<file path="config.mk">
export PLATFORM = sky130hd
export DESIGN_NAME = i_fetch
export DESIGN_NICKNAME = d
export VERILOG_FILES = /design/src/rtl/i_fetch_pkg.sv /design/src/rtl/instr_mem.sv /design/src/rtl/i_fetch.sv
export SDC_FILE = /design/constraint.sdc
export NUM_CORES = 2
export LEC_CHECK = 0
export CAP_MARGIN = 20
export CORE_MARGIN = 1.5
export CORE_UTILIZATION = 49
export CTS_BUF_LIST = sky130_fd_sc_hd__clkbuf_4 sky130_fd_sc_hd__clkbuf_8
export CTS_CLUSTER_SIZE = 14
export DETAILED_ROUTE_END_ITERATION = 6
export GPL_TIMING_DRIVEN = 0
export PLACE_DENSITY_LB_ADDON = 0.3
export SLEW_MARGIN = 20
export SYNTH_ARGS = -nofsm -noshare
export SYNTH_HDL_FRONTEND = slang
export SYNTH_HIERARCHICAL = 1
export SYNTH_SLANG_ARGS = --single-unit
</file>
<file path="constraint.sdc">
create_clock -name clk -period 2.5 [get_ports clk]
set_input_delay 0.25 -clock clk [delete_from_list [all_inputs] [get_ports clk]]
set_output_delay 0.25 -clock clk [all_outputs]
set_load 0.01 [all_outputs]
</file>
<file path="src/rtl/i_fetch_pkg.sv">
// Shared pipeline definitions for the fetch/decode stages.
package i_fetch_pkg;

  localparam int unsigned      INSTR_W   = 32;
  localparam logic [INSTR_W-1:0] NOP_INSTR = '0;
  localparam logic [31:0]      PC_STEP   = 32'd4;

  // Per-edge action of the fetch stage, in increasing priority order.
  typedef enum logic [1:0] {
    ACT_FETCH,
    ACT_HOLD,
    ACT_FLUSH,
    ACT_REDIRECT
  } fetch_act_e;

  // Priority: redirect > flush > stall > normal fetch.
  function automatic fetch_act_e sel_act(input logic pcsrc,
                                         input logic flush,
                                         input logic stall);
    if (pcsrc)      return ACT_REDIRECT;
    else if (flush) return ACT_FLUSH;
    else if (stall) return ACT_HOLD;
    else            return ACT_FETCH;
  endfunction

endpackage

</file>
<file path="src/rtl/instr_mem.sv">
// Word-addressed instruction memory: synchronous write, asynchronous read,
// NOP for reads beyond the populated depth. Contents are not reset.
module instr_mem
  import i_fetch_pkg::*;
#(
  parameter int unsigned MEM_DEPTH = 128
) (
  input  logic                         clk,
  input  logic                         we,
  input  logic [$clog2(MEM_DEPTH)-1:0] waddr,
  input  logic [INSTR_W-1:0]           wdata,
  input  logic [29:0]                  raddr,
  output logic [INSTR_W-1:0]           rdata
);

  localparam int unsigned AW = $clog2(MEM_DEPTH);

  logic [INSTR_W-1:0] mem [MEM_DEPTH];

  // Loader write port.
  always_ff @(posedge clk) begin
    if (we) mem[waddr] <= wdata;
  end

  // Range-checked combinational read; a same-edge write is seen only after the edge.
  always_comb begin
    rdata = NOP_INSTR;
    if ({2'b00, raddr} < 32'(MEM_DEPTH)) rdata = mem[raddr[AW-1:0]];
  end

endmodule

</file>
<file path="src/rtl/i_fetch.sv">
// Instruction-fetch stage: PC register, next-PC selection and IF/ID latch.
module i_fetch
  import i_fetch_pkg::*;
#(
  parameter int unsigned MEM_DEPTH = 128,
  parameter logic [31:0] RESET_PC  = 32'h0000_0000
) (
  input  logic                         clk,
  input  logic                         rst_n,
  input  logic                         EX_MEM_PCSrc,
  input  logic [31:0]                  EX_MEM_NPC,
  input  logic                         stall,
  input  logic                         flush,
  input  logic                         imem_we,
  input  logic [$clog2(MEM_DEPTH)-1:0] imem_waddr,
  input  logic [INSTR_W-1:0]           imem_wdata,
  output logic [31:0]                  pc_out,
  output logic [INSTR_W-1:0]           IF_ID_instrout,
  output logic [31:0]                  IF_ID_npcout,
  output logic                         IF_ID_valid
);

  fetch_act_e         act;
  logic [31:0]        npc;
  logic [INSTR_W-1:0] instr;
  logic [31:0]        pc_d;
  logic [INSTR_W-1:0] instr_d;
  logic [31:0]        npc_d;
  logic               valid_d;

  assign npc = pc_out + PC_STEP;

  instr_mem #(
    .MEM_DEPTH(MEM_DEPTH)
  ) u_imem (
    .clk   (clk),
    .we    (imem_we),
    .waddr (imem_waddr),
    .wdata (imem_wdata),
    .raddr (pc_out[31:2]),
    .rdata (instr)
  );

  // Next PC and next IF/ID contents according to the edge action.
  always_comb begin
    act     = sel_act(EX_MEM_PCSrc, flush, stall);
    pc_d    = pc_out;
    instr_d = IF_ID_instrout;
    npc_d   = IF_ID_npcout;
    valid_d = IF_ID_valid;
    unique case (act)
      ACT_REDIRECT: begin
        pc_d    = EX_MEM_NPC & ~32'h3;
        instr_d = NOP_INSTR;
        npc_d   = '0;
        valid_d = 1'b0;
      end
      ACT_FLUSH: begin
        pc_d    = npc;
        instr_d = NOP_INSTR;
        npc_d   = '0;
        valid_d = 1'b0;
      end
      ACT_HOLD: begin
      end
      ACT_FETCH: begin
        pc_d    = npc;
        instr_d = instr;
        npc_d   = npc;
        valid_d = 1'b1;
      end
      default: begin
      end
    endcase
  end

  // PC and IF/ID registers with asynchronous reset to a bubble at RESET_PC.
  always_ff @(posedge clk or negedge rst_n) begin
    if (!rst_n) begin
      pc_out         <= RESET_PC;
      IF_ID_instrout <= NOP_INSTR;
      IF_ID_npcout   <= '0;
      IF_ID_valid    <= 1'b0;
    end else begin
      pc_out         <= pc_d;
      IF_ID_instrout <= instr_d;
      IF_ID_npcout   <= npc_d;
      IF_ID_valid    <= valid_d;
    end
  end

endmodule

</file>
# Word-level counts from Yosys, hierarchy flattened
# Memories as Yosys holds them, arrays and structs flattened.
# Index checks and enable logic that the tools add are counted.
[totals]
memories = 1
ff_bits = 97
ram_bits = 4096
out_inout_bits = 97
elab_cells = 24
[classes]
magnitude_cmp = 1
n_mux = 10
n_reduce_logical = 5
n_addsub = 1
eq_ne = 2
[mem_list]
columns = ["name", "words", "width", "rd", "rd_clocked_by_memory_dff", "write_ports", "line_no", "text"]
rows = [
  ["u_imem.mem", 128, 32, 1, 0, 1, "instr_mem.sv:18", "logic [INSTR_W-1:0] mem [MEM_DEPTH];"],
]
[ops]
columns = ["operator", "count"]
rows = [
  ["32-bit one-hot mux with 2 select lines", 3],
  ["32-bit by 3-bit adder with 32-bit output (second input constant)", 1],
  ["32-bit 2-to-1 mux", 1],
  ["30-bit by 8-bit < comparator with 1-bit output (second input constant)", 1],
  ["2-bit == test (second input constant)", 2],
  ["2-bit 2-to-1 mux", 2],
  ["2-bit nonzero test", 2],
  ["2-bit OR reduction", 2],
  ["1-bit 2-to-1 mux", 3],
  ["2-bit logical NOT", 1],
  ["1-bit one-hot mux with 2 select lines", 1],
]

# Logic depth before layout (Yosys ltp)
[depth]
depth_word = 6
ltp_mapped = 14
mapped_depth_nobuf = 8

# Hierarchy
# Netlist, hierarchy kept.
[modules_own_cells]
columns = ["module", "area_each_um2", "n_inst", "seq_area_each_um2", "cells_per_inst"]
rows = [
  ["instr_mem", 157830.1, 1, 122998.0, 7206],
  ["i_fetch", 4689.5, 1, 2327.2, 487],
]

# Worst setup path before layout
# Ideal clock, no wire load.
[synth_path]
kind = "in2reg"
from = "input port imem_we"
to = "memory u_imem.mem[98][0] (enable)"
required_time_ps = 2039
t_arrival_ps = 3028
path_stages = 3
n_path_buf = 1
slack_ps = -989
path_cell_list = "clkbuf_1 nand4_1 nor3_1"
[synth_between]
elab_chain_len = 2
[synth_rtl]
columns = ["element", "line_no", "text"]
rows = [
  ["start, declared", "i_fetch.sv:14", "input logic imem_we,"],
  ["1-bit 2-to-1 mux", "instr_mem.sv:22", "if (we) mem[waddr] <= wdata;"],
  ["1-bit 2-to-1 mux (implied by the code)", "instr_mem.sv:22", ""],
  ["end, declared", "instr_mem.sv:18", ""],
]
# No other way between the ends.

# Final worst setup path
[layout_path]
from = "register pc_out[3]"
to = "register IF_ID_instrout[3]"
[layout_between]
elab_chain_len = 3
elab_cells_between_ends = 4
cone_classes = "order compare (1); mux (2); memory (1)"
[layout_rtl]
columns = ["element", "line_no", "text"]
rows = [
  ["start, declared", "i_fetch.sv:17", "output logic [31:0] pc_out,"],
  ["start signal, assigned", "i_fetch.sv:85", "pc_out <= pc_d;"],
  ["30-bit by 8-bit < comparator with 1-bit output or memory 128 x 32 bit (tied branches)", "-", ""],
  ["32-bit 2-to-1 mux *", "instr_mem.sv:28", "if ({2'b00, raddr} < 32'(MEM_DEPTH)) rdata = mem[raddr[AW-1:0]];"],
  ["via instr[3]", "i_fetch.sv:25", "logic [INSTR_W-1:0] instr;"],
  ["32-bit one-hot mux with 2 select lines *", "i_fetch.sv:51", "unique case (act)"],
  ["end signal, assigned", "i_fetch.sv:86", "IF_ID_instrout <= instr_d;"],
  ["end, declared", "i_fetch.sv:18", "output logic [INSTR_W-1:0] IF_ID_instrout,"],
]
# Mark *: on every way through the listed nets, which the timed path passes. The rest lies on a longest branch.
# A chain may end at the register's enable or synchronous reset.

==> parameters.txt <==
Parameter                              Value

Outcome
  Run status    complete, but fails checks
  Violated checks    DRC, setup timing

Route
  Per-cell via count in the routed design    ~6.9
  Overall via count from detail_route    ~100k
  Initial detailed-routing violation count    around 20k
  Number of nets still failing antenna checks after routing    0
  Final routed wire length divided by cell count    roughly 43 um
  Number of detailed-route iterations in the first pass    7
  Total detailed-routing wirelength    613000 um
  Remaining DRCs    ~140

Worst setup path
  Critical Path Sink Type    flip-flop
  Required time at the worst-slack endpoint    3.64 ns
  Critical Path Most Common Cell    sky130_fd_sc_hd__buf_16
  Cell-by-cell listing of the critical path    buf_12 -> buf_16 -> buf_16 -> buf_16 -> buf_6 -> buf_6 -> mux4_2 -> mux2i_2 -> nand3_1 -> nand4_1 -> a21oi_2 -> mux2i_1 -> nor2_1
  Crit path launch type    flip-flop
  Logic depth of the worst path, buffers included    13
  Worst path arrival time    roughly 5 ns
  CP top delay family    multiplexers
  Terminus of the critical flop-to-flop path    IF_ID_instrout[3]
  Origin of the critical flop-to-flop path    pc_out[3]
  Largest fanout on the critical path    10
  Number of cells on the worst reg-to-reg path    13
  Number of buffer and inverter instances along the worst setup path    6
  CP Class    flip-flop to flip-flop
  Register-to-register setup slack    -1.45 ns
  Maximum single-stage delay on the critical path    approximately 0.85 ns
  Library cell contributing the largest single delay on the critical path    sky130_fd_sc_hd__mux2i_2

STA
  Worst Slack Setup Final    -1.45 ns
  Maximum clock frequency    around 250 MHz
  Number of hold violations in the final report    0
  Worst clock skew on the final layout    roughly 0.094 ns
  Min Clock Period, post-route    ~4.0 ns
  Part of the cycle the worst path needs    158%
  Total setup violations reported at the end of the flow    slightly below 500
  Slew margin rel.    between 10% and 20%
  RSZ-0062 raised after global routing    true
  Number of pins with negative max-slew slack in the final report    0
  Slew at the pin closest to its max-slew limit    about 1.3 ns
  Setup TNS Final    -64.57 ns

Synthesis
  Seq/Total Area, Yosys    77.1%
  Cell types occupying the most area after synthesis    sky130_fd_sc_hd__edfxtp_1 76%, sky130_fd_sc_hd__mux4_2 11%, sky130_fd_sc_hd__mux2i_1 4.3%
  Number of warnings printed during yosys synthesis    6
  Register bit count reported by yosys    between 4k and 5k
  EDFF count, synth    4096
  Ranking of synthesized cells by instance count    4096 x sky130_fd_sc_hd__edfxtp_1, 792 x sky130_fd_sc_hd__mux4_2, 698 x sky130_fd_sc_hd__mux2i_1
  Async S/R FF share, synth    2.22%
  Most used flip-flop cell after synthesis    sky130_fd_sc_hd__edfxtp_1
  Number of distinct library cells after synthesis    71
  Library cell with the largest summed area after synthesis    sky130_fd_sc_hd__edfxtp_1
  Post-Synthesis Cell Area    approximately 0.16 mm^2
  Synthesized netlist cell count    7693
  Area share of the largest cell type after synthesis    75.7%
  Most numerous cell in the Yosys netlist    sky130_fd_sc_hd__edfxtp_1
  Mean post-synth cell area    around 21 um^2

Power
  Switching portion of total power    approximately 27%
  Part of the total power dissipated in the clock network    35.2%
  Switching power    between 40000 and 50000 uW
  Power density normalized to cell area    788 mW/mm^2
  Portion of total power attributed to combinational logic    between 10% and 20%
  Cell Int Power    roughly 120000 uW
  Reg power frac    about half
  Pleak    between 0.06 and 0.07 uW
  Highest ir drop seen on vdd    0.673 mV

Clock network
  Clk buf depth    4
  Number of clock sinks    between 4k and 5k
  Clock transition time at the flip-flop clock pins of the worst setup and hold paths    0.06 ns
  Clock root buffer master    sky130_fd_sc_hd__clkbuf_8
  Number of buffers created by CTS    roughly 650
  Worst skew pair latency    approximately 1.3 ns
  TritonCTS clock tree    done
  H-tree lvl count    6

Worst hold path
  Hold Startpoint    imem_wdata[16]
  End of the worst hold path    u_imem/mem[38][16]
  Hold WC Path Type    input port to flip-flop
  Hold path depth    2

Floorplanning
  Vertical extent of the die    between 500 and 600 um
  Number of ports placed on the die boundary    between 150 and 200
  DIE WIDTH    slightly below 600 um
  Initial core utilization    49.2%
  Area enclosed by the die boundary    about 0.34 mm^2
  Core outline area    between 0.3 and 0.4 mm^2
  Count of standard-cell rows    211

Global routing
  Number of global-route vias before repair    between 90k and 100k
  Sum of overflow across all layers after global routing    0
  Number of antenna violations at the first check in global routing    52
  Maximum number of pins on one net before global-route repair    107
  Global-route wire length before repair    approximately 800000 um
  Overall fraction of global-route tracks in use    between 30% and 40%

Cells and area
  Core utilization of the finished layout    between 60% and 70%
  Fraction of final layout cells with drive strength greater than 1    between 30% and 40%
  Number of filler cells placed in the layout    roughly 22k
  Signed area change from the synthesized netlist to the final layout    24.6%
  Net total in the final layout    approximately 9.5k
  Area of all placed cells without fillers    ~0.20 mm^2

Placed design
  Worst slack at placement    -3.12 ns
  Placed cell area    about 0.18 mm^2
  Final GP Congestion    between 0.9 and 1
  Count of buffers inserted at the top-level ports    ~160
  HPWL after DPL    ~400000 um

Run
  Number of maximum-capacitance constraint violations    0
==> logic make-up (layout without fill, tap and decap cells) <==
group           count (synthesis)  count (layout)  share of synthesized area (%)
flops                        4189            4189                           77.1
mux                          1512            1512                           15.4
compound gates                807             807                           3.42
simple gates                  664             664                           1.94
buf+inv                       467            2665                           1.81
xor+xnor                       52              52                          0.280
fa+ha+maj                       1               1                        0.00770
other cells                     1              51                        0.00231
==> flip-flops by register name, indices dropped and copies added (netlist names) <==
signal / flops
u_imem/mem: 4096
IF_ID_instrout: 32
pc_out: 30
IF_ID_npcout: 30
IF_ID_valid: 1
==> worst register-to-register path, delay by kind of cell, from the launching register on <==
kind / cells / cell delay [ns]
mux: 3 / 1.47
simple gates: 3 / 0.41
compound gates: 1 / 0.13
flops: 1 / 0.45
buf+inv: 6 / 1.35
==> cell usage in the layout (no fill, tap or decap), types with 114 or more instances in the layout <==
| master | instances |
|---|---|
| sky130_fd_sc_hd__edfxtp_1 | 4096 |
| sky130_fd_sc_hd__mux4_2 | 792 |
| sky130_fd_sc_hd__clkbuf_8 | 683 |
| sky130_fd_sc_hd__mux2i_1 | 630 |
| sky130_fd_sc_hd__buf_4 | 388 |
| sky130_fd_sc_hd__buf_12 | 254 |
| sky130_fd_sc_hd__a22oi_1 | 249 |
| sky130_fd_sc_hd__buf_16 | 241 |
| sky130_fd_sc_hd__clkbuf_4 | 240 |
| sky130_fd_sc_hd__clkinv_1 | 164 |
| sky130_fd_sc_hd__buf_6 | 144 |
| sky130_fd_sc_hd__nor2_4 | 135 |
| sky130_fd_sc_hd__dlygate4sd3_1 | 116 |
| sky130_fd_sc_hd__nand3_1 | 115 |
| sky130_fd_sc_hd__nand2_1 | 114 |
==> worst max-delay path by stage <==
| stage | slack (ns) | endpoint | from |
|---|---|---|---|
| after floorplan | -0.95 | u_imem/mem[84][0] | imem_waddr[4] |
| after global placement | -5.33 | u_imem/mem[74][10] | imem_waddr[3] |
| after detailed placement | -3.12 | IF_ID_instrout[21] | pc_out[5] |
| after CTS | -0.97 | IF_ID_instrout[3] | pc_out[2] |
| after global routing | -1.39 | IF_ID_instrout[3] | pc_out[3] |
| final | -1.45 | IF_ID_instrout[3] | pc_out[3] |
==> repair_timing <==
action	CTS	global route
endpoints found under the hold margin	4460	0
setup buffers	163	266
gates resized for setup	1411	284
cloned	7	9
setup endpoints to repair	138	1001
hold buffers	128	0
pin swaps	117	164
==> layer usage <==
metal | vias up | global-route usage (%) | part of all wire, %
met2 | 10000 | 50.9 | 42
li1 | 35800 | - | -
met1 | 50100 | 45.0 | 32
met4 | 47 | 26.0 | 9.2
met3 | 2417 | 13.5 | 17
met5 | - | 1.38 | 0.14
==> final cells by class <==
type,count,area [um^2],area share [%]
repair buffers,1061,14800,7.32
clock buffers,866,10600,5.25
flip-flops and latches,4189,125000,61.9
inverters,6,25.0,0.0124
clock inverters,277,1620,0.802
well taps,4366,5460,2.70
diodes,47,118,0.0581
multi-input cells,3040,38400,18.9
plain buffers,455,6030,2.98
==> through the flow <==
stage	hold slack [ns]	std cells	power (uW)
5_1_grt	0.0543	14300	162000
6_report	0.0236	14300	159000
3_3_place_gp	0.466	12200	98100
3_5_place_dp	0.218	12600	98300
4_1_cts	0.00694	14000	157000
2_1_floorplan	-0.0456	7696	88700
==> power by group through the flow <==
stage	clock (uW)	combinational, uW	sequential [uW]
final	56100	25800	77600
after global routing	59000	25500	77600
after CTS	55900	23200	77600
after detailed placement	0	19200	79100
after global placement	0	18600	79500
after floorplan	0	9660	79000
(Power assumes the default switching activity.)
